### config.mk
export PLATFORM = sky130hd
export DESIGN_NAME = spi_burst_feeder
export DESIGN_NICKNAME = d
export VERILOG_FILES = /design/src/rtl/spi_burst_feeder.sv
export SDC_FILE = /design/constraint.sdc
export NUM_CORES = 1
export LEC_CHECK = 0
export CAP_MARGIN = 20
export CORE_UTILIZATION = 45
export CTS_BUF_LIST = sky130_fd_sc_hd__clkbuf_2 sky130_fd_sc_hd__clkbuf_4 sky130_fd_sc_hd__clkbuf_8
export CTS_CLUSTER_DIAMETER = 100
export DETAILED_ROUTE_END_ITERATION = 6
export MAX_ROUTING_LAYER = met4
export PLACE_DENSITY = 0.66
export SKIP_LAST_GASP = 1
export SYNTH_ARGS = -nofsm -noshare
export SYNTH_HDL_FRONTEND = slang
export SYNTH_SLANG_ARGS = --single-unit
### constraint.sdc
create_clock -name clk -period 3.6 [get_ports clk]
set_input_delay 0.72 -clock clk [delete_from_list [all_inputs] [get_ports clk]]
set_output_delay 0.72 -clock clk [all_outputs]
set_load 0.05 [all_outputs]
### src/rtl/spi_burst_feeder.sv
// rtl/spi_burst_feeder.sv - buffered burst command/data front-end for the SPI master parallel port
module spi_burst_feeder #(
    parameter int DWIDTH = 16,
    parameter int DEPTH  = 16,
    parameter int AW     = 4
) (
    input  logic              clk,
    input  logic              Rst,
    input  logic              cmd_valid,
    output logic              cmd_ready,
    input  logic [DWIDTH-1:0] cmd_addr,
    input  logic [15:0]       cmd_len,
    input  logic [7:0]        cmd_div,
    input  logic              wr_valid,
    output logic              wr_ready,
    input  logic [DWIDTH-1:0] wr_word,
    output logic              rd_valid,
    output logic [DWIDTH-1:0] rd_word,
    output logic              cmd_done,
    output logic              cmd_err,
    output logic [DWIDTH-1:0] m_addr,
    output logic [DWIDTH-1:0] m_wr_data,
    output logic [15:0]       m_NoD,
    output logic [7:0]        m_SCK_div,
    output logic              m_start,
    input  logic              m_busy,
    input  logic              m_done,
    input  logic              m_spi_done,
    input  logic [2:0]        m_state,
    input  logic [DWIDTH-1:0] m_rd_data
);
    typedef enum logic [2:0] {F_IDLE, F_WAIT, F_START, F_RUN, F_DONE} state_t;

    localparam logic [AW:0] DEPTH_C = (AW+1)'(DEPTH);
    localparam logic [15:0] DEPTH_L = 16'(DEPTH);
    localparam logic [2:0]  ST_DATA = 3'b011;

    state_t            state, state_nxt;
    logic [DWIDTH-1:0] mem [DEPTH];
    logic [AW-1:0]     wptr, rptr;
    logic [AW:0]       count;
    logic [15:0]       count_ext;
    logic [15:0]       wcnt;
    logic              cap_pend;
    logic [DWIDTH-1:0] rd_last;
    logic              ws, ws_run, push, pop;
    logic              accept, len_zero, len_big, launch;

    assign ws        = m_spi_done && (m_state == ST_DATA);
    assign ws_run    = ws && (state == F_RUN);
    assign wr_ready  = (count < DEPTH_C);
    assign push      = wr_valid && wr_ready;
    // Never pop past the burst length or from an empty FIFO, even if the master misbehaves.
    assign pop       = ws_run && (wcnt < m_NoD) && (count != '0);
    assign m_wr_data = (count == '0) ? '0 : mem[rptr];
    assign count_ext = 16'(count);

    assign cmd_ready = (state == F_IDLE);
    assign accept    = cmd_ready && cmd_valid;
    assign len_zero  = (cmd_len == 16'd0);
    assign len_big   = (cmd_len > DEPTH_L);
    assign launch    = accept && !len_zero && !len_big;

    // The master updates rd_data on the strobe edge, so the reply is forwarded straight through.
    assign rd_valid  = cap_pend;
    assign rd_word   = cap_pend ? m_rd_data : rd_last;

    always_ff @(posedge clk) begin
        if (push) begin
            mem[wptr] <= wr_word;
        end
    end

    always_comb begin
        state_nxt = state;
        case (state)
            F_IDLE:  if (launch) state_nxt = F_WAIT;
            F_WAIT:  if ((count_ext >= m_NoD) && !m_busy) state_nxt = F_START;
            F_START: state_nxt = F_RUN;
            F_RUN:   if (m_done) state_nxt = F_DONE;
            F_DONE:  state_nxt = F_IDLE;
            default: state_nxt = F_IDLE;
        endcase
    end

    always_ff @(posedge clk or posedge Rst) begin
        if (Rst) begin
            state     <= F_IDLE;
            m_start   <= 1'b0;
            cmd_done  <= 1'b0;
            cmd_err   <= 1'b0;
            cap_pend  <= 1'b0;
            rd_last   <= '0;
            m_addr    <= '0;
            m_NoD     <= '0;
            m_SCK_div <= '0;
            wcnt      <= '0;
            wptr      <= '0;
            rptr      <= '0;
            count     <= '0;
        end else begin
            state    <= state_nxt;
            m_start  <= (state == F_START);
            cmd_done <= (accept && len_zero) || ((state == F_RUN) && m_done);
            cmd_err  <= accept && len_big;
            cap_pend <= ws_run;
            if (cap_pend) begin
                rd_last <= m_rd_data;
            end
            if (launch) begin
                m_addr    <= cmd_addr;
                m_NoD     <= cmd_len;
                m_SCK_div <= cmd_div;
                wcnt      <= '0;
            end else if (pop) begin
                wcnt <= wcnt + 16'd1;
            end
            if (push) begin
                wptr <= wptr + 1'b1;
            end
            if (pop) begin
                rptr <= rptr + 1'b1;
            end
            case ({push, pop})
                2'b10:   count <= count + 1'b1;
                2'b01:   count <= count - 1'b1;
                default: count <= count;
            endcase
        end
    end
endmodule

After elaboration in Yosys (flattened, before gate mapping)
Memories as Yosys holds them, arrays and structs flattened.
Cells that the tools add are included.
W data, S select, Z words.
- add/subtract/negate cells: 5
- order comparisons: 4
- equal/unequal tests: 9
- multiplexer cells: 11
- reductions and logical operators: 23
- operators by type and width (operator ; count):
    $mux W16 ; 4
    $add A16 B1 Y16 const B ; 1
    $ge A5 B16 Y1 ; 1
    $gt A16 B5 Y1 const B ; 1
    $logic_not A16 Y1 ; 1
    $lt A16 B16 Y1 ; 1
    $logic_and A1 B1 Y1 ; 12
    $pmux W3 S4 ; 1
    $pmux W5 S2 ; 1
    $eq A3 B2 Y1 const B ; 3
    $mux W3 ; 3
    $add A4 B1 Y4 const B ; 2
    $add A5 B1 Y5 const B ; 1
    $logic_not A5 Y1 ; 1
    $lt A5 B5 Y1 const B ; 1
    $reduce_bool A5 Y1 ; 1
    $sub A5 B1 Y5 const B ; 1
    $ne A2 B2 Y1 const B ; 2
    $reduce_bool A2 Y1 ; 2
    $eq A3 B1 Y1 const B ; 1
    $logic_not A1 Y1 ; 3
    $logic_not A3 Y1 ; 1
    $reduce_and A3 Y1 ; 1
    $eq A2 B1 Y1 const B ; 1
    4 further kinds ; 5
- flip-flop bits (word level): 92
- memory bits (writable): 256
- input bits: 82
- output and inout port bits: 78
- logic and storage cells: 66
- memories: 1
- memory list (name ; depth ; bits a word ; rd ports ; clocked after memory_dff ; write ports ; line ; RTL):
    mem ; 16 ; 16 ; 1 ; 0 ; 1 ; 39 ; logic [DWIDTH-1:0] mem [DEPTH];

Logic depth before layout (Yosys ltp)
Gate-level depths: netlist of the first run.
- depth after elaboration: 7
- mapped depth: 15
- mapped depth without buffers: 13

Worst setup path before layout of the first run
OpenSTA, ideal clock, no wires.
- kind: register to register
- from: register m_NoD[14]
- to: register count[4]
- library setup time: 0.139 ns
- arrival time: 3.363 ns
- data required time: 3.461 ns
- path slack: 0.098 ns
- cell stages (with the launch flop): 16
- buffers on the path: 2
- clock period less this slack: 3.502 ns
- path through: dfrtp_1 -> inv_1 -> ha_1 -> nand4_1 -> nor4_1 -> a32oi_1 -> o211a_2 -> buf_6 -> buf_6 -> ha_1 -> fa_1 -> a21o_1 -> a21oi_1 -> xor2_1 -> nor2_1 -> xnor2_1
- word-level cells in the longest chain between the ends: 5
- elaborated cells between the ends (all ways): 7
- classes of those cells: 1 x order compare; 2 x eq/ne; 1 x mux; 3 x reduce/logical
- ends and longest elaborated chain (what ; line ; RTL):
    from (decl) ; 23 ; output logic [15:0] m_NoD,
    from (signal assigned) ; 112 ; m_NoD <= cmd_len;
    $lt A16 B16 Y1 * ; 54 ; assign pop = ws_run && (wcnt < m_NoD) && (count != '0);
    $logic_and A1 B1 Y1 * (2 in series) ; 54 ;
    via pop ; 46 ; logic ws, ws_run, push, pop;
    $eq A2 B1 Y1 / $eq A2 B2 Y1 (equally long branches) ; 124 ; case ({push, pop})
    $pmux W5 S2 / $reduce_bool A2 Y1 (equally long branches) ; n/a ;
    to (signal assigned) ; 125 ; 2'b10: count <= count + 1'b1;
    to (signal assigned) ; 126 ; 2'b01: count <= count - 1'b1;
    to (signal assigned) ; 127 ; default: count <= count;
    to (decl) ; 41 ; logic [AW:0] count;
The timed path passes the listed nets; every way through them passes the cells marked *.
A chain may end at the register's enable or synchronous reset.

Worst setup path in the final report of the first run
- from: register rptr[0]
- to: output port m_wr_data[5]
- word-level cells in the longest chain between the ends: 2
- ends and longest elaborated chain (what ; line ; RTL):
    from (decl) ; 40 ; logic [AW-1:0] wptr, rptr;
    from (signal assigned) ; 122 ; rptr <= rptr + 1'b1;
    $mem_v2 Z16 W16 ; n/a ;
    $mux W16 ; 55 ; assign m_wr_data = (count == '0) ? '0 : mem[rptr];
    to (decl) ; 22 ; output logic [DWIDTH-1:0] m_wr_data,
No other way between the ends.

==> results.tsv, run 1 <==
stage	metric	value	unit
synth	synth.cell_area	0.0143	mm2
synth	async_reset_ff_frac	0.264	
timing	min_period	3.48	ns
synth	ys.flop_type	edfxtp_1	
power	leakage	6.68	nW
worst_setup_path	slowest_stage	dfrtp_4	
routing	drc_errors	0	
synth	ys_types	55	
routing	vias	8135	
place	portBuffers	159	
synth	netlist_top_cells_area	edfxtp_1 54%, dfrtp_1 16%, mux4_2 13%, nand2_1 2.8%, ha_1 2.6%	
synth	synth_top_area_share	0.537	
worst_hold_path	min_path_type	reg2reg	
floorplan	core_area	0.0310	mm2
power	peakVddDrop	289	uV
synth	synth-simple-area-share	0.0765	
timing	hold_viol	0	
synth	synth_top_family_by_area	multiplexers	
final_layout	finalNonFillerCells	1492	
final_layout	syn_to_final_growth	23.7	%
worst_setup_path	slowest_delay	0.57	ns
routing	routed_via_density	5.45	
clocking	hold_buffers	0	
clocking	cts_tree	built	
worst_setup_path	startpoint_type	register	
synth	synth_seq_cells	348	
global_routing	grt_usage	0.210	
final_layout	finalNetCount	1163	
synth	synth_area_per_cell	17.3	um2
floorplan	rows	64	
synth	syn-num-nets	942	
routing	drt_iter0_markers	573	
place	place_congestion	0.798	
final_layout	multi_input_area	0.00408	mm2
worst_setup_path	cp_top_family	multiplexers	
worst_setup_path	worstSetupEndpointType	output port	
timing	setup_viol	0	
timing	relSlewSlack	0.528	
global_routing	grt_overflow	0	
routing	routed_wl	32600	um
timing	drv_slew	0	
global_routing	grt_max_degree	68	
floorplan	initial_utilization	0.462	
synth	synth_xor_area_frac	0.00795	
synth	synthAdderAreaFrac	0.0276	
worst_setup_path	cp_cell_sequence	buf_4, mux4_2, mux4_2, nor2b_1, buf_4	
clocking	ctsHtreeMaxLevel	2	
routing	drt_first_pass_iters	5	
synth	syn_inst	829	
floorplan	dieWidth	180	um
place	dp_hpwl	19400	um
worst_setup_path	crit_buf_inv	2	
run_status	status	finished clean	
global_routing	first_global_vias	8241	
power	power_density	441	mW/mm2
floorplan	die_area	0.0325	mm2
clocking	cts_resized	0	
global_routing	grt_antenna_before_repair	1	
synth	synth_edf_count	256	
routing	wire_per_inst	21.8	um
synth	yosys_warnings	0	
place	dp.cells	1384	
final_layout	post_route_cells_drive_above_1_share	0.238	
routing	antenna_left	0	
synth	synth-compound-area-share	0.0224	
timing	fin_crit_sh	0.965	
clocking	path_clk_slew	0.06	ns
synth	synth_top_area_cell	edfxtp_1	
synth	synth-seq-area-share	0.697	
timing	fin_setup_tns	0	ns
clocking	cts_setup_buffers	3	
clocking	cts_buffer_depth	3	
timing	skew	0.0333	ns
job	drv_cap	0	
timing	worstMarginPinSlew	0.708	ns
worst_setup_path	cp.required	2.88	ns
floorplan	fp.dieH	180	um
final_layout	nFillCells	2440	
worst_setup_path	critPathArrivalTime	2.76	ns
worst_setup_path	worstSetupPathType	reg2out	
timing	rsz0062_at_grt	no	
clocking	numCtsBuffers	55	
clocking	cts_sinks	348	
clocking	ctsRootBufferMaster	clkbuf_8	
floorplan	boundaryPins	160	
synth	synth_mux_area_frac	0.150	
global_routing	grt_pass1_wl	49200	um
final_layout	final-seq-area	0.00999	mm2
timing	max_freq	288	MHz
worst_setup_path	cp_max_fo	12	
clocking	clkLatencyLatePin	0.60	ns
## Yosys cell counts, drive strengths merged, types with 5 or more instances
master  count
dfrtp      92
xnor2      10
nand3       8
nor2       26
and2       16
nand2     107
buf        19
nand2b      6
nor4        9
o21ai      14
a21oi      11
edfxtp    256
clkbuf     15
ha         30
nand4       6
nor2b      19
inv        24
and3       12
a221o       6
mux4       80
mux2       24
nor3        5
## final cells by class
type	count	area share
clock buffers	81	0.0548
repair buffers	198	0.110
flip-flops and latches	348	0.564
multi-input cells	423	0.231
inverters	24	0.00523
diodes	1	0.000141
clock inverters	21	0.00749
well taps	396	0.0280
## flip-flops by register name (all words and copies together), names as in the netlist, 3 cells and up
signal     count
count          5
m_NoD         16
m_SCK_div      8
m_addr        16
mem          256
rd_last       16
rptr           4
state          3
wcnt          16
wptr           4
## tightest hold or removal path, delay by kind of cell (launching register included)
family | cells | cell delay, ns
flops | 1 | 0.34
simple gates | 2 | 0.10
## cells by family (layout without fill, tap and decap cells)
kind of cell / count (synthesis) / after routing
adders and majority gates: 31 / 31
other: 0 / 1
muxes: 107 / 107
and+or+nand+nor: 225 / 225
xor gates and xnor gates: 13 / 13
buffers and inverters: 58 / 324
AOI/OAI and AO/OA: 47 / 47
DFF: 348 / 348
## per-stage QoR
step | utilization | worst slack [ns] | hold slack [ns] | total power, mW | cell area, um2
2_1_floorplan | - | 0.0976 | 0.472 | 4.43 | 14300
3_3_place_gp | 0.534 | 0.266 | 0.456 | 4.56 | 16600
3_5_place_dp | 0.534 | 0.191 | 0.463 | 4.57 | 16600
4_1_cts | 0.571 | 0.0642 | 0.477 | 7.90 | 17700
5_1_grt | 0.572 | 0.0147 | 0.505 | 8.10 | 17700
6_report | 0.572 | 0.125 | 0.472 | 7.82 | 17700
## where the power goes
group | internal, mW | leakage (nW) | switching (mW)
clock network | 1.81 | 0.593 | 1.52
logic | 0.0861 | 2.60 | 0.0787
registers | 4.32 | 3.49 | 0.00255
total | 6.21 | 6.68 | 1.61
## path summary, 6_finish.rpt
| kind | end | cells after the start | startpoint | slack [ns] |
|---|---|---|---|---|
| max | m_wr_data[5] | 5 | rptr[0] | 0.12 |
| min in group asynchronous | m_addr[12] | 2 | Rst | 0.55 |
| max reg2reg | count[4] | 12 | wcnt[14] | 0.46 |
| min reg2reg | m_addr[9] | 2 | m_addr[9] | 0.47 |
| max in group asynchronous | state[1] | 3 | Rst | 2.37 |
| min | m_addr[9] | 2 | m_addr[9] | 0.47 |
## placed cells by master (no fill, tap or decap), types with 24 or more instances in the layout
cell             count
nor2_1              24
buf_4               47
dfrtp_1             90
nand2_1            107
clkbuf_8            58
mux4_2              80
ha_1                30
edfxtp_1           256
clkdlybuf4s50_1    143
## metal layers
metal / share of wire / global-route usage / vias to the layer above / wire length (um)
met5: 0 / - / - / 0
met4: 0.027 / 0.0783 / 0 / 884
met3: 0.069 / 0.0445 / 69 / 2260
met2: 0.48 / 0.333 / 334 / 15700
met1: 0.42 / 0.267 / 4092 / 13700
li1: - / - / 3640 / -
No activity file was read; power rests on OpenSTA's default activity.
==> inputs of run 2 (changes only) <==
--- a/config.mk
+++ b/config.mk
@@ -6,12 +6,14 @@
 export NUM_CORES = 1
 export LEC_CHECK = 0
 export CAP_MARGIN = 20
-export CORE_UTILIZATION = 45
+export CELL_PAD_IN_SITES_DETAIL_PLACEMENT = 1
+export CELL_PAD_IN_SITES_GLOBAL_PLACEMENT = 2
+export CORE_UTILIZATION = 43
 export CTS_BUF_LIST = sky130_fd_sc_hd__clkbuf_2 sky130_fd_sc_hd__clkbuf_4 sky130_fd_sc_hd__clkbuf_8
 export CTS_CLUSTER_DIAMETER = 100
 export DETAILED_ROUTE_END_ITERATION = 6
 export MAX_ROUTING_LAYER = met4
-export PLACE_DENSITY = 0.66
+export PLACE_DENSITY_LB_ADDON = 0.1
 export SKIP_LAST_GASP = 1
 export SYNTH_ARGS = -nofsm -noshare
 export SYNTH_HDL_FRONTEND = slang
==> run 2 against run 1 <==
Effect of this change:
- wire length grew 3.4%
- fmax decreased by 1.3%
- global-route usage barely moved
- cell count is 2.9% higher
- via count shrank 1.4%
- non-clock buffer count unchanged
- sequential share of layout area decreased by 0.37 points
- critical endpoint unchanged
- critical path depth increased by 1
- clock power is 4% higher
- clock-buffer cell count increased by 7
==> results.tsv, run 2 (same netlist as run 1, synthesis figures left out) <==
stage	metric	value	unit
final_layout	nFillCells	3046	
floorplan	die_area	0.0340	mm2
floorplan	initial_utilization	0.439	
clocking	ctsHtreeMaxLevel	2	
global_routing	grt_overflow	0	
final_layout	final_common_cell	edfxtp_1	
power	p_seq_frac	0.543	
floorplan	fp.dieH	185	um
floorplan	boundaryPins	160	
timing	hold_viol	0	
worst_setup_path	worstSetupPathType	reg2out	
power	internal_power	6.30	mW
floorplan	dieWidth	185	um
global_routing	grt_pass1_wl	50800	um
worst_setup_path	cp.required	2.88	ns
power	finalPower	7.95	mW
power	pwr-share-comb	0.021	
global_routing	grt_max_degree	68	
routing	drc_errors	0	
power	switching_share	0.207	
final_layout	largest_reg_flops	256	
place	place_congestion	0.747	
global_routing	grt_usage	0.210	
place	dp_hpwl	20100	um
clocking	cts_buffer_depth	3	
final_layout	syn_to_final_growth	24.5	%
clocking	path_clk_slew	0.06	ns
final_layout	antenna_cells	0	
clocking	cts_tree	built	
clocking	ctsRootBufferMaster	clkbuf_8	
clocking	clkLatencyLatePin	0.62	ns
timing	drv_slew	0	
power	leakage	6.71	nW
global_routing	grt_antenna_before_repair	0	
routing	drt_first_pass_iters	4	
worst_hold_path	min_path_type	reg2reg	
place	portBuffers	159	
routing	vias	8019	
worst_setup_path	worstSetupEndpointType	output port	
timing	fin_setup_tns	0	ns
final_layout	finalNetCount	1165	
final_layout	final_cell_mix	256 x edfxtp_1, 143 x clkdlybuf4s50_1, 107 x nand2_1	
worst_setup_path	startpoint_type	register	
worst_setup_path	cp_max_fo	6	
routing	routed_wl	33700	um
timing	worstMarginPinSlew	0.695	ns
timing	relSlewSlack	0.536	
power	peakVddDrop	355	uV
timing	rsz0062_at_grt	no	
worst_setup_path	critPathArrivalTime	2.80	ns
timing	max_freq	284	MHz
timing	min_period	3.52	ns
place	dp.cells	1429	
timing	setup_viol	0	
final_layout	post_route_cells_drive_above_1_share	0.244	
power	clockPowerShare	0.436	
final_layout	top_register	mem	
global_routing	first_global_vias	8466	
job	drv_cap	0	
routing	antenna_left	0	
power	power_density	446	mW/mm2
clocking	numCtsBuffers	57	
clocking	cts_sinks	348	
clocking	hold_buffers	0	
floorplan	core_area	0.0326	mm2
power	p_switching	1.65	mW
timing	fin_crit_sh	0.978	
routing	wire_per_inst	21.9	um
run_status	status	finished clean	
final_layout	finalNonFillerCells	1536	
floorplan	rows	66	
routing	drt_iter0_markers	558	
routing	routed_via_density	5.22	
timing	skew	0.0201	ns
run 2: changes by cell type in the layout (fill, tap and decap cells not counted), sizes merged:
cell    change
diode       -1
clkbuf      +8
buf         -1
inv         +1
clkinv      -9
run 2: cell type report:
| class | instances | area (um2) | area share |
|---|---|---|---|
| clock buffer | 88 | 1030 | 0.0577 |
| sequential | 348 | 9990 | 0.560 |
| clock inverter | 13 | 110 | 0.00617 |
| inverter | 24 | 92.6 | 0.00519 |
| multi-input combinational | 423 | 4080 | 0.229 |
| tap | 442 | 553 | 0.0310 |
| timing repair buffer | 198 | 1970 | 0.110 |
run 2: critical path: stages (launching register included):
cell and delay (ns):
dfrtp_4 0.48, buf_4 0.19, buf_12 0.14, mux4_2 0.50, mux4_2 0.47, nor2b_1 0.18, buf_4 0.22
run 2: through the flow:
stage,hold slack [ns],utilization,cell area [um2],setup WS [ns]
2_1_floorplan,0.472,-,14300,0.0976
3_3_place_gp,0.456,0.509,16600,0.259
3_5_place_dp,0.462,0.509,16600,0.221
4_1_cts,0.477,0.546,17800,0.0436
5_1_grt,0.498,0.547,17800,0.00467
6_report,0.469,0.547,17800,0.0779
run 2: routing by layer:
| layer | up-vias | routed length (um) | global-route usage |
|---|---|---|---|
| met5 | - | 0 | - |
| met4 | 0 | 631 | 0.0563 |
| met3 | 55 | 1640 | 0.0381 |
| met2 | 221 | 17300 | 0.352 |
| met1 | 4105 | 14100 | 0.262 |
| li1 | 3638 | - | - |
run 2: power by group through the flow:
stage                     combinational [mW]  clock [mW]  sequential (mW)
after floorplan                       0.0264           0             4.40
after global placement                 0.163           0             4.40
after detailed placement               0.166           0             4.40
after CTS                              0.167        3.57             4.32
after global routing                   0.180        3.74             4.32
final                                  0.163        3.46             4.32
run 2: final timing paths:
kind,startpoint,to,slack [ns],depth (start not counted)
setup / recovery,rptr[0],m_wr_data[5],0.08,6
max in group asynchronous,Rst,m_SCK_div[6],2.34,3
hold / removal,m_addr[6],m_addr[6],0.47,2
hold reg to reg,m_addr[6],m_addr[6],0.47,2
setup reg to reg,m_NoD[14],count[4],0.44,13
min in group asynchronous,Rst,rd_last[9],0.57,2
run 2: timing repair:
item	4_1_cts	5_1_grt
cloned	0	1
setup buffers	5	0
gates resized for setup	0	0
endpoints found under the setup margin	12	1
==> inputs of run 3 (changes only) <==
--- a/config.mk
+++ b/config.mk
@@ -13,7 +13,8 @@
 export CTS_CLUSTER_DIAMETER = 100
 export DETAILED_ROUTE_END_ITERATION = 6
 export MAX_ROUTING_LAYER = met4
-export PLACE_DENSITY_LB_ADDON = 0.1
+export PLACE_DENSITY = 0.8
+export SETUP_SLACK_MARGIN = 0.15
 export SKIP_LAST_GASP = 1
 export SYNTH_ARGS = -nofsm -noshare
 export SYNTH_HDL_FRONTEND = slang
==> run 3 against run 2 <==
Effect of this change:
- die area unchanged
- sequential power about the same
- clock-buffer cell count fell by 8
- via count is 1.2% higher
- power fell by 0.34%
- sequential share of layout area down 0.49 points
- wire length up 0.86%
- hold slack better by 0.0058 ns
- critical path depth stayed put
- core utilization up 0.51 points
- clock skew up 0.029 ns
- highest routed layer unchanged
==> results.tsv, run 3 (same netlist as run 1, synthesis figures left out) <==
stage	metric	value	unit
worst_setup_path	cp_max_fo	9	
worst_hold_path	min_path_type	reg2reg	
place	post-place-ws	0.159	ns
clocking	cts_sinks	348	
power	finalPower	7.92	mW
floorplan	initial_utilization	0.439	
floorplan	rows	66	
global_routing	grt_pass1_wl	50900	um
clocking	ctsRootBufferMaster	clkbuf_8	
power	p_switching	1.64	mW
timing	fin_crit_sh	0.942	
global_routing	grt_usage	0.208	
timing	worstMarginPinSlew	0.908	ns
floorplan	dieWidth	185	um
worst_hold_path	min_path_cells	2	
clocking	cts_tree	built	
final_layout	final_common_cell	edfxtp_1	
worst_setup_path	critPathArrivalTime	2.67	ns
final_layout	syn_to_final_growth	25.7	%
run_status	status	finished clean	
power	p_seq_frac	0.545	
worst_setup_path	slowest_delay	0.51	ns
clocking	path_clk_slew	0.06	ns
final_layout	finalNetCount	1167	
job	drv_cap	0	
timing	fin_setup_tns	0	ns
power	power_density	440	mW/mm2
clocking	numCtsBuffers	57	
clocking	cts_buffer_depth	3	
routing	wire_per_inst	22.0	um
place	portBuffers	159	
power	pwr-share-comb	0.021	
final_layout	largest_reg_flops	256	
floorplan	boundaryPins	160	
routing	routed_wl	33900	um
power	leakage	6.76	nW
final_layout	final_cell_mix	256 x edfxtp_1, 143 x clkdlybuf4s50_1, 107 x nand2_1	
routing	drc_errors	0	
final_layout	post_route_cells_drive_above_1_share	0.246	
routing	routed_via_density	5.27	
clocking	clkLatencyLatePin	0.61	ns
timing	setup_viol	0	
floorplan	fp.dieH	185	um
routing	drt_first_pass_iters	5	
power	clockPowerShare	0.434	
power	peakVddDrop	407	uV
final_layout	top_register	mem	
place	dp_hpwl	20100	um
worst_setup_path	cp.required	2.88	ns
final_layout	antenna_cells	0	
global_routing	grt_antenna_before_repair	0	
timing	min_period	3.39	ns
timing	drv_slew	0	
worst_setup_path	startpoint_type	register	
power	switching_share	0.207	
floorplan	core_area	0.0326	mm2
place	place_congestion	0.716	
timing	skew	0.0495	ns
timing	max_freq	295	MHz
power	internal_power	6.28	mW
worst_setup_path	worstSetupPathType	reg2out	
global_routing	first_global_vias	8736	
timing	hold_viol	0	
global_routing	grt_max_degree	70	
worst_setup_path	cp_cell_sequence	buf_12, buf_16, mux4_2, mux4_2, nor2b_1, buf_6	
worst_setup_path	crit_path_frequent_cell	mux4_2	
final_layout	post-route-util	0.552	
timing	setup_slack	0.208	ns
routing	drt_iter0_markers	620	
routing	vias	8119	
worst_setup_path	worstSetupEndpointType	output port	
clocking	hold_buffers	0	
global_routing	grt_overflow	0	
timing	rsz0062_at_grt	yes	
routing	antenna_left	0	
worst_setup_path	slowest_stage	mux4_2	
floorplan	die_area	0.0340	mm2
timing	relSlewSlack	0.395	
worst_setup_path	r2r_cells	12	
clocking	ctsHtreeMaxLevel	2	
## run 3: timing repair
item	4_1_cts	5_1_grt
endpoints found under the setup margin	16	11
buffers inserted	6	0
gates cloned	2	3
resized for setup	15	13
## run 3: per-stage QoR
step           hold WS, ns  instances  cell area [um2]
4_1_cts              0.478       1537            17900
3_5_place_dp         0.461       1426            16600
6_report             0.475       1540            18000
5_1_grt              0.491       1540            18000
3_3_place_gp         0.456       1426            16600
2_1_floorplan        0.472        829            14300
## run 3: power by group through the flow
| stage | clock, mW | combinational (mW) | sequential, mW |
|---|---|---|---|
| after global placement | 0 | 0.162 | 4.40 |
| final | 3.44 | 0.164 | 4.32 |
| after detailed placement | 0 | 0.165 | 4.40 |
| after floorplan | 0 | 0.0264 | 4.40 |
| after global routing | 3.71 | 0.179 | 4.32 |
| after CTS | 3.55 | 0.167 | 4.32 |
## run 3: final cells by class
class | count | area [um2]
Clock buffer | 80 | 963
Sequential cell | 348 | 10000
Clock inverter | 23 | 181
Fill cell | 3044 | 14600
Multi-Input combinational cell | 423 | 4090
Timing Repair Buffer | 200 | 2120
Inverter | 24 | 92.6
Tap cell | 442 | 553
## run 3: worst paths after layout
kind | startpoint | end | slack, ns
max | rptr[0] | m_wr_data[8] | 0.21
min | m_addr[15] | m_addr[15] | 0.47
max reg2reg | wcnt[14] | count[4] | 0.47
min reg2reg | m_addr[15] | m_addr[15] | 0.47
max in group asynchronous | Rst | m_addr[1] | 2.12
min in group asynchronous | Rst | rd_last[11] | 0.66
## run 3: metal layers
| layer | up-vias | routed length, um | global-route usage |
|---|---|---|---|
| met4 | 0 | 695 | 0.0697 |
| li1 | 3650 | - | - |
| met2 | 307 | 17000 | 0.348 |
| met3 | 50 | 2350 | 0.0435 |
| met5 | - | 0 | - |
| met1 | 4112 | 13900 | 0.252 |
## run 3: worst max-delay path, delay by kind of cell (launching register included)
kind / cells / cell delay, ns
DFF: 1 / 0.45
and+or+nand+nor: 1 / 0.16
buffers and inverters: 3 / 0.50
muxes: 2 / 1.01
==> RTL edit, RTL diff (settings of run 3) <==
Remove the register `cmd_err`: a continuous assignment takes its place, so the output `cmd_err` follows one clock earlier.
--- a/src/rtl/spi_burst_feeder.sv
+++ b/src/rtl/spi_burst_feeder.sv
@@ -88,7 +88,6 @@
             state     <= F_IDLE;
             m_start   <= 1'b0;
             cmd_done  <= 1'b0;
-            cmd_err   <= 1'b0;
             cap_pend  <= 1'b0;
             rd_last   <= '0;
             m_addr    <= '0;
@@ -102,7 +101,6 @@
             state    <= state_nxt;
             m_start  <= (state == F_START);
             cmd_done <= (accept && len_zero) || ((state == F_RUN) && m_done);
-            cmd_err  <= accept && len_big;
             cap_pend <= ws_run;
             if (cap_pend) begin
                 rd_last <= m_rd_data;
@@ -128,5 +126,7 @@
             endcase
         end
     end
+
+    assign cmd_err = accept && len_big;
 endmodule
 
Check against the original RTL: not equivalent (a bounded check fails within 4 cycles, from zero or initial values and one cycle with Rst high).
==> RTL edit against run 3 <==
- via count increased by 0.31%
- worst setup slack got worse by 0.061 ns
- sequential cell count decreased by 1
- cell area decreased by 0.24%
- synthesized area decreased by 0.17%
- hold slack got worse by 0.0032 ns
- non-clock buffer count increased by 1
- routed wire length increased by 0.22%
- critical path depth increased by 1
- core utilization decreased by 0.13 points
- power decreased by 1.3%
- largest cell class unchanged
==> RTL edit: results (changes against run 3) <==
DETAILED_PLACE_HPWL_MM=20.6  # +2.1%
POST_DRT_VIA_CELL_RATIO=5.28  # +0.24%
GLOBAL_ROUTE.USAGE.MET1=0.257  # +0.00456
FINALWEIGHTEDCONGESTION=0.737  # +2.8%
HP-START='m_addr[0]'
DRT-INITIAL-DRC-COUNT=470  # -24%
VDD_DROP_MAX_mV=0.538  # +32%
SYNTHMUXAREASHARE=0.150  # +0.000263
DETAIL_ROUTE.WIRELENGTH.MET1_MM=13.8  # -0.32%
USE_MET2=0.359  # +0.0116
ROUTED-WL-MET2_MM=17.2  # +0.87%
PLACED_CELL_AREA_UM2=16500  # -0.17%
STATUS='completed'
GRT_START_MAX_NET_PINS=68  # -2.9%
SEQ_AREA_FRAC_SYNTH=0.697  # about the same
YOSYS-TOP-CELLS-COUNT='sky130_fd_sc_hd__edfxtp_1, sky130_fd_sc_hd__nand2_1, sky130_fd_sc_hd__dfrtp_1, sky130_fd_sc_hd__mux4_2, sky130_fd_sc_hd__ha_1'
POSTSYNTHNETCOUNT=941  # -0.11%
DP_WORST_SETUP_SLACK_NS=0.111  # -0.0476 ns
GRT_FIRST_PASS_WIRELENGTH_MM=51.8  # +1.7%
VIAS_IN_THE_FIRST_GLOBAL_ROUTE=8817  # +0.93%
WORST_CASE_HEADROOM_TO_THE_MAX_SLEW_LIMIT=0.560  # +0.166
NUMCTSBUFFERS=56  # -1.8%
POST_DRT_WL_PER_CELL_UM=22.1  # +0.15%
TIMING.REG2REG.SETUP_SLACK_NS=0.45  # -0.02 ns
SYNTH_XOR_XNOR_AREA_SHARE=0.00796  # +0.0000139
PLACE.DETAILED.INSTANCES=1425  # -0.070%
FIN_WORST_SKEW_NS=0.0201  # -0.0294 ns
WORSTPATHARRIVAL_NS=2.73  # +0.06 ns
LARGEST_REGISTER_FFS=256  # unchanged
GRT_UTIL_ALL_LAYERS=0.212  # +0.00340
FIN_NETS=1166  # -0.086%
HOLD_SLACK_NS=0.472  # -0.00325 ns
LEAKAGE_nW=6.76  # about the same
ROUTED-WL-MET3_MM=2.22  # -5.5%
HOLD_CRITICAL_PATH_ENDPOINT='m_addr[0]'
YS_TOP_CELLS_BY_AREA='sky130_fd_sc_hd__edfxtp_1, sky130_fd_sc_hd__dfrtp_1, sky130_fd_sc_hd__mux4_2, sky130_fd_sc_hd__nand2_1, sky130_fd_sc_hd__ha_1'
YOSYS.AREA_SHARE.ADDER=0.0277  # +0.0000483
NFILLCELLS=3064  # +0.66%
DRIVE_GT1_FRAC=0.249  # +0.00342
GR-USAGE-MET3=0.0395  # -0.00395
ROUTED_WIRELENGTH_MM=34.0  # +0.22%
INSERTION_DELAY_NS=0.59  # -0.02 ns
CRITPATHSLOWESTCELL='sky130_fd_sc_hd__dfrtp_4'
TIMING.CRITICAL_PATH.FANOUT_MAX=8  # -1
DETAILEDROUTE.FIRSTPASSITERATIONCOUNT=4  # -1
SYN_INST=828  # -0.12%
RTL edit: kinds of logic (layout without fill, tap and decap cells):
group,after synthesis,in the layout
AO/OA/AOI/OAI,47,47
XOR/XNOR,13,13
adder cells (fa/ha/maj),31,31
buffers and inverters,58,329
flip-flops,347,347
multiplexers,107,107
AND/OR/NAND/NOR,225,225
RTL edit: worst reg2reg max path: stages, from the launching register on:
cell	delay, ns
sky130_fd_sc_hd__dfrtp_1	0.42
sky130_fd_sc_hd__ha_1	0.34
sky130_fd_sc_hd__nand4_1	0.21
sky130_fd_sc_hd__nor4_1	0.33
sky130_fd_sc_hd__a32oi_1	0.16
sky130_fd_sc_hd__o211a_2	0.19
sky130_fd_sc_hd__ha_1	0.27
sky130_fd_sc_hd__fa_1	0.43
sky130_fd_sc_hd__a21o_1	0.19
sky130_fd_sc_hd__a21oi_1	0.17
sky130_fd_sc_hd__xor2_1	0.15
sky130_fd_sc_hd__nor2_1	0.06
sky130_fd_sc_hd__xnor2_1	0.12
RTL edit: layout make-up:
class                           count  area, um2  share of cell area
Sequential cell                   347       9970               0.556
Multi-Input combinational cell    423       4130               0.230
Timing Repair Buffer              201       2080               0.116
Clock buffer                       74        943              0.0525
Tap cell                          442        553              0.0308
Clock inverter                     30        181              0.0101
Inverter                           24       92.6             0.00516
RTL edit: timing repair:
action / CTS / global route
hold buffers: 0 / 0
resized for setup: 22 / 12
setup endpoints to repair: 15 / 16
gates cloned: 3 / 0
buffers inserted: 9 / 0
endpoints found under the hold margin: 0 / 0
RTL edit: power by group:
group / switching (W) / internal (W)
clock network: 0.00156 / 0.00179
logic: 0.0000789 / 0.0000861
registers: 0.00000249 / 0.00430
total: 0.00164 / 0.00618
